==> src/rtl/hazard_ctrl.sv <==
// Hazard and stall controller for the non-forwarding 5-stage pipeline.
// Tracks destination registers in flight in EX/MEM/WB, stalls the ID
// instruction on RAW hazards, flushes on redirects, freezes on LSU busy,
// and keeps saturating stall/flush counters.
module hazard_ctrl #(
    parameter int REG_AW    = 5,
    parameter int CNT_W     = 32,
    parameter bit WB_BYPASS = 1'b0
) (
    input  logic              i_clk,
    input  logic              i_reset,
    input  logic              i_id_vld,
    input  logic [REG_AW-1:0] i_id_rs1,
    input  logic [REG_AW-1:0] i_id_rs2,
    input  logic              i_id_rs1_used,
    input  logic              i_id_rs2_used,
    input  logic [REG_AW-1:0] i_id_rd,
    input  logic              i_id_rd_wren,
    input  logic              i_ex_pc_sel,
    input  logic              i_lsu_stall,
    output logic              o_pc_en,
    output logic              o_if_id_en,
    output logic              o_if_id_flush,
    output logic              o_id_ex_en,
    output logic              o_id_ex_flush,
    output logic              o_ex_mem_en,
    output logic              o_mem_wb_en,
    output logic              o_raw_stall,
    output logic [CNT_W-1:0]  o_stall_cnt,
    output logic [CNT_W-1:0]  o_flush_cnt
);

    // Slot 0 = EX, 1 = MEM, 2 = WB. With a write-through register file the
    // WB slot can no longer cause a hazard, so only the first two are checked.
    localparam int N_SLOTS = 3;
    localparam int N_CHECK = WB_BYPASS ? 2 : 3;

    typedef enum logic [1:0] {
        MODE_RUN,
        MODE_RAW,
        MODE_REDIRECT,
        MODE_FREEZE
    } mode_e;

    logic              sb_wr_q [N_SLOTS];
    logic [REG_AW-1:0] sb_rd_q [N_SLOTS];
    logic              sb_wr_d [N_SLOTS];
    logic [REG_AW-1:0] sb_rd_d [N_SLOTS];
    logic [CNT_W-1:0]  stall_cnt_q, stall_cnt_d;
    logic [CNT_W-1:0]  flush_cnt_q, flush_cnt_d;
    logic [N_SLOTS-1:0] hit;
    logic              raw;
    mode_e             mode;

    // Per-slot RAW match; x0 and unused operands never match.
    generate
        for (genvar gi = 0; gi < N_SLOTS; gi++) begin : g_hit
            if (gi < N_CHECK) begin : g_chk
                assign hit[gi] = sb_wr_q[gi] && (sb_rd_q[gi] != '0) &&
                                 ((i_id_rs1_used && (i_id_rs1 == sb_rd_q[gi])) ||
                                  (i_id_rs2_used && (i_id_rs2 == sb_rd_q[gi])));
            end else begin : g_skip
                assign hit[gi] = 1'b0;
            end
        end
    endgenerate

    assign raw = i_id_vld && (|hit);

    // Mode priority decode, pipeline controls and scoreboard/counter next state.
    always_comb begin
        mode = MODE_RUN;
        if (i_lsu_stall) begin
            mode = MODE_FREEZE;
        end else if (i_ex_pc_sel) begin
            mode = MODE_REDIRECT;
        end else if (raw) begin
            mode = MODE_RAW;
        end

        o_pc_en       = 1'b1;
        o_if_id_en    = 1'b1;
        o_if_id_flush = 1'b0;
        o_id_ex_en    = 1'b1;
        o_id_ex_flush = 1'b0;
        o_ex_mem_en   = 1'b1;
        o_mem_wb_en   = 1'b1;
        o_raw_stall   = 1'b0;

        sb_wr_d[0] = i_id_vld && i_id_rd_wren;
        sb_rd_d[0] = i_id_rd;
        for (int i = 1; i < N_SLOTS; i++) begin
            sb_wr_d[i] = sb_wr_q[i-1];
            sb_rd_d[i] = sb_rd_q[i-1];
        end
        stall_cnt_d = stall_cnt_q;
        flush_cnt_d = flush_cnt_q;

        case (mode)
            MODE_FREEZE: begin
                o_pc_en     = 1'b0;
                o_if_id_en  = 1'b0;
                o_id_ex_en  = 1'b0;
                o_ex_mem_en = 1'b0;
                o_mem_wb_en = 1'b0;
                for (int i = 0; i < N_SLOTS; i++) begin
                    sb_wr_d[i] = sb_wr_q[i];
                    sb_rd_d[i] = sb_rd_q[i];
                end
            end
            MODE_REDIRECT: begin
                o_if_id_flush = 1'b1;
                o_id_ex_flush = 1'b1;
                sb_wr_d[0]    = 1'b0;
                sb_rd_d[0]    = '0;
                flush_cnt_d   = (flush_cnt_q == {CNT_W{1'b1}}) ? flush_cnt_q
                                                               : flush_cnt_q + CNT_W'(1);
            end
            MODE_RAW: begin
                o_pc_en       = 1'b0;
                o_if_id_en    = 1'b0;
                o_id_ex_flush = 1'b1;
                o_raw_stall   = 1'b1;
                sb_wr_d[0]    = 1'b0;
                sb_rd_d[0]    = '0;
                stall_cnt_d   = (stall_cnt_q == {CNT_W{1'b1}}) ? stall_cnt_q
                                                               : stall_cnt_q + CNT_W'(1);
            end
            default: begin
            end
        endcase

        // While in reset the pipeline runs with both stage registers cleared.
        if (i_reset) begin
            o_pc_en       = 1'b1;
            o_if_id_en    = 1'b1;
            o_if_id_flush = 1'b1;
            o_id_ex_en    = 1'b1;
            o_id_ex_flush = 1'b1;
            o_ex_mem_en   = 1'b1;
            o_mem_wb_en   = 1'b1;
            o_raw_stall   = 1'b0;
        end
    end

    // Scoreboard and counter registers.
    always_ff @(posedge i_clk) begin
        if (i_reset) begin
            for (int i = 0; i < N_SLOTS; i++) begin
                sb_wr_q[i] <= 1'b0;
                sb_rd_q[i] <= '0;
            end
            stall_cnt_q <= '0;
            flush_cnt_q <= '0;
        end else begin
            for (int i = 0; i < N_SLOTS; i++) begin
                sb_wr_q[i] <= sb_wr_d[i];
                sb_rd_q[i] <= sb_rd_d[i];
            end
            stall_cnt_q <= stall_cnt_d;
            flush_cnt_q <= flush_cnt_d;
        end
    end

    assign o_stall_cnt = stall_cnt_q;
    assign o_flush_cnt = flush_cnt_q;

endmodule

==> config.mk <==
export PLATFORM = sky130hd
export DESIGN_NAME = hazard_ctrl
export DESIGN_NICKNAME = d
export VERILOG_FILES = /design/src/rtl/hazard_ctrl.sv
export SDC_FILE = /design/constraint.sdc
export NUM_CORES = 1
export LEC_CHECK = 0
export ABC_AREA = 1
export BUFFER_PORTS_ARGS = -buffer_cell sky130_fd_sc_hd__buf_4
export CAP_MARGIN = 20
export CORE_MARGIN = 3
export CORE_UTILIZATION = 41
export CTS_CLUSTER_SIZE = 40
export DETAILED_ROUTE_END_ITERATION = 7
export GPL_TIMING_DRIVEN = 1
export PLACE_DENSITY = 0.65
export SYNTH_ARGS = -nofsm -noshare
export SYNTH_HDL_FRONTEND = slang
export SYNTH_SLANG_ARGS = --single-unit
export TNS_END_PERCENT = 1
==> constraint.sdc <==
create_clock -name i_clk -period 1.83 [get_ports i_clk]
set_clock_uncertainty 0.05 [all_clocks]
set_input_delay 0.2745 -clock i_clk [delete_from_list [all_inputs] [get_ports i_clk]]
set_output_delay 0.2745 -clock i_clk [all_outputs]
set_load 0.01 [all_outputs]
### After elaboration in Yosys (flattened, before gate mapping)

Memory sizes are Yosys's and may differ from the RTL's.
Index checks and enable logic that the tools add are counted.

* add/sub/neg operators: 2
* multiplexer cells: 26
* eq/ne operators: 11
* reduce and logical (&&, ||, !) cells: 25
* bitwise operators: 8

Operator list (count)
* adder 32 x 1 -> 32 bit (second input constant): 2
* equality test 32 bit (second input constant): 2
* equality test 5 bit: 6
* 2-to-1 mux 1 bit: 17
* 2-to-1 mux 5 bit: 3
* nonzero test 5 bit: 3
* logical AND 1 bit: 14
* 2-to-1 mux 10 bit: 1
* one-hot mux 5 bit (2 select lines): 1
* 2-to-1 mux 2 bit: 3
* bitwise OR 1 bit: 6
* equality test 2 bit (second input constant): 2
* AND reduction 2 bit: 2
* OR reduction 2 bit: 2
* logical OR 1 bit: 3
* OR reduction 3 bit: 1
* equality test 2 x 1 -> 1 bit (second input constant): 1
* inverter 1 bit: 2
* one-hot mux 1 bit (2 select lines): 1

* input bits: 23
* memories kept: 2
* output and inout port bits: 72
* memory bits (writable): 18
* register bits after elaboration: 64
* word-level logic and storage cells: 76

Memory list
* sb_rd_q: words 3, width 5, rd ports 3, clocked after memory_dff 0, wr ports 3, line 46 `logic [REG_AW-1:0] sb_rd_q [N_SLOTS];`
* sb_wr_q: words 3, width 1, rd ports 3, clocked after memory_dff 0, wr ports 3, line 45 `logic sb_wr_q [N_SLOTS];`

### Logic depth before layout (Yosys ltp)

An unclocked memory read counts as a cell.

* depth after elaboration: 14
* mapped depth: 17
* depth with buffers taken out: 17

### Least setup slack after synthesis

OpenSTA, ideal clock, no wires.

* path kind: register to output
* start: memory sb_rd_q[0][0]
* end: output o_id_ex_en
* path buffers: 1
* data arrival time: 1556 ps
* required time: 1505 ps
* path slack: -50 ps
* cell stages (with the launch flop): 14
* cell sequence: dfxtp_1 -> inv_1 -> nand2_1 -> nand2_1 -> nor2_1 -> nand3_1 -> nand2_1 -> nand2_1 -> nand3_1 -> nand2_1 -> nand2_1 -> ha_1 -> nand2_1 -> buf_4

RTL lines
* start: declaration: line 46
* end: declaration: line 24 `output logic o_id_ex_en,`

==> metrics.yaml <==
outcome:
  outcome: "finished, violations left"
  violations: "negative setup slack"
critical_path:
  cpMaxStageDelayCell: "dfxtp_2"
  critPathLaunchType: "register"
  rr_startpoint: "sb_rd_q[0][8]$_SDFFE_PP0P_"
  cp.arrival_ps: 1980
  reg2reg_to: "o_stall_cnt[22]$_SDFFE_PP0P_"
  worst-r2r-cell-count: 16
  cpPeakStageDelay_ps: 320
  critPathRequiredTime_ps: 1510
  cp_max_fo: 3
  cp_cell_sequence: "buf_6 -> nand2_2 -> nand2_2 -> nor2_2 -> nand3_1 -> nand2_1 -> nand2_1 -> nand3_2 -> nand2_2 -> nand2_4 -> ha_4 -> or2_4 -> buf_6"
  path_common_cell: "nand2_2"
  critPathKind: "reg2out"
  r2r_slack_ps: -180
  worstSetupEndpointType: "output pin"
finish:
  regArea_sq_um: 1668
  final_cell_mix: "nand2_1 (319), buf_4 (176), nor2_1 (118)"
  fillers: 1238
  final_common_cell: "nand2_1"
  area_delta_synth_final_pct: 38.25
  n_antenna_cell: 0
  drive_gt1_frac: 0.2793
  multi_input_area_sq_um: 3329
  fin_area_sq_um: 7403
  nNetsFinal: 1115
route:
  vias: 6192
  wirelength_microns: 16670
  ant_nets: 0
  drc: 0
  routedWlPerCell_microns: 13.19
  vias_per_cell: 4.899
  first_pass_iters: 5
  drt_iter0_markers: 475
cts:
  max-clock-path-buffers: 2
  post_cts_buffers: 0
  clk_latency_ps: 340
  cts_tree: "yes"
  clk_pin_slew_ps: 60
  hold_buffers: 0
  cts_root_buf: "clkbuf_16"
  htree_levels: 3
  cts_buffers: 9
  cts_sinks: 82
timing:
  period_share: 1.258
  worstMarginPinSlew_ps: 385.2
  fmax_ghz: 0.4343
  rsz0062_at_grt: "yes"
  timing.final.max_slew_violations: 0
  setup_violations: 44
  period_minus_slack_ps: 2303
  hold_violations: 0
  setup_ws_ps: -472.7
  max_slew_margin: 0.7429
place:
  hpwl_microns: 13030
  place_ws_ps: -324.7
  placedInstanceArea_sq_um: 6894
  io_buffers: 94
  place_congestion: 0.9582
power:
  irDropWorstVdd_v: 0.0003148
  p_comb_frac: 0.123
  powerDensity_nw_per_um2: 561.4
  p_switching_w: 0.001069
  seqPwrFrac: 0.444
  clkPwrFrac: 0.433
  power.leakage_nw: 3.275
  p_int_w: 0.003087
  sw_frac_of_total: 0.2572
  report.power.total_w: 0.004156
logic_synthesis:
  synth_edf_count: 0
  ys_async_sr_fraction: 0
  syn_nets: 937
  netlist_top_cells_area: "dfxtp_1 (31%), nand2_1 (24%), nor2_1 (9.0%)"
  yosysTopAreaCellShare: 0.3065
  synth_top_area_cell: "dfxtp_1"
  ys_warn_count: 0
  syn_area_per_cell_sq_um: 5.885
  ys_seq_elements: 82
  ys_types: 30
  ys.flop_type: "dfxtp_1"
  syn_area_sq_um: 5355
  ys_seq_area_frac: 0.3065
  synthCells: 910
floorplan:
  dieArea_sq_um: 14470
  die_w_microns: 120.3
  pin_count: 95
  core_area_sq_um: 12670
  die_y_microns: 120.3
  start_util: 0.4226
  row_count: 41
global_routing:
  antenna_found_initial: 0
  globalRouteOverflowTotal: 0
  track_usage: 0.2279
  grt_max_degree: 30
  grt_pass1_wl_microns: 26810
  grt_pass1_vias: 5555
hold_path:
  holdPathStages: 3
  hold_end: "sb_rd_q[0][2]$_SDFFE_PP0P_"
  min_path_type: "in2reg"
  hp-start: "i_id_rd[2]"
job:
  maxCapViolations: 0
power groups by stage:
stage               Sequential (W)  Clock (W)  Combinational, W
global placement           0.00187          0          0.000465
finish                     0.00185    0.00180          0.000512
CTS                        0.00184    0.00184          0.000492
floorplan                  0.00188          0          0.000242
global route               0.00185    0.00190          0.000562
detailed placement         0.00187          0          0.000463
layer usage:
metal | vias to the layer above | wire length, microns | GRT usage
met4 | 0 | 278 | 0.07295
li1 | 3213 | - | -
met1 | 2772 | 7800 | 0.3167
met3 | 20 | 1043 | 0.02993
met2 | 187 | 7549 | 0.3685
met5 | - | 0 | 0
through the flow:
stage / instances / util / hold WS, ps / setup TNS, ps
after global routing: 1264 / 0.5843 / 132.4 / -13870
final: 1264 / 0.5843 / 118.6 / -5825
after detailed placement: 1249 / 0.5441 / 421.1 / -9503
after global placement: 1249 / 0.5441 / 416.1 / -10170
after CTS: 1264 / 0.5743 / 109.1 / -7216
after floorplan: 910 / - / 363.2 / -15.46
how the worst max path moves through the flow:
stage | start | endpoint | slack, ps
2_1_floorplan | sb_rd_q[0][8]$_SDFFE_PP0P_ | o_id_ex_flush | -20
3_3_place_gp | i_id_rs1[3] | o_id_ex_flush | -340
6_report | sb_rd_q[0][8]$_SDFFE_PP0P_ | o_id_ex_flush | -470
5_1_grt | sb_rd_q[0][0]$_SDFFE_PP0P_ | o_id_ex_flush | -580
3_5_place_dp | i_id_rs1[0] | o_id_ex_flush | -320
4_1_cts | sb_rd_q[0][10]$_SDFFE_PP0P_ | o_id_ex_flush | -500
cells in the mapped netlist (9+ instances only):
master	instances
nand4_1	13
nand2_1	340
nor3_1	26
nor2_1	128
inv_1	94
xor2_1	12
clkbuf_1	9
nand3_1	42
dfxtp_1	82
o21ai_0	36
a21oi_1	58
timing repair:
| action | 4_1_cts | 5_1_grt |
|---|---|---|
| pin swaps | 21 | 22 |
| gates resized for setup | 43 | 56 |
| endpoints found under the setup margin | 77 | 86 |
worst max-delay path: cells and delay by family (launching register included):
kind | cells | cell delay (ps)
buf+inv | 2 | 230
simple gates | 10 | 870
flops | 1 | 320
fa+ha+maj | 1 | 200
flip-flops by register name, summed over array words and instances (netlist names):
register	cells
o_flush_cnt	32
o_stall_cnt	32
sb_rd_q	15
sb_wr_q	3
final cells by class:
class / instances / share of cell area
Clock inverter: 6 / 0.007943
Timing Repair Buffer: 191 / 0.2060
Tap cell: 172 / 0.02907
Inverter: 101 / 0.05155
Sequential cell: 82 / 0.2253
Clock buffer: 9 / 0.03042
Multi-Input combinational cell: 703 / 0.4497
cell families after synthesis:
group,count (synthesis),share of synthesized area
and+or+nand+nor,580,0.4593
xor gates and xnor gates,17,0.02780
DFF,82,0.3065
AOI/OAI and AO/OA,102,0.09579
buffers and inverters,125,0.1012
adders and majority gates,4,0.009346
Power figures use the tool's default switching activity.
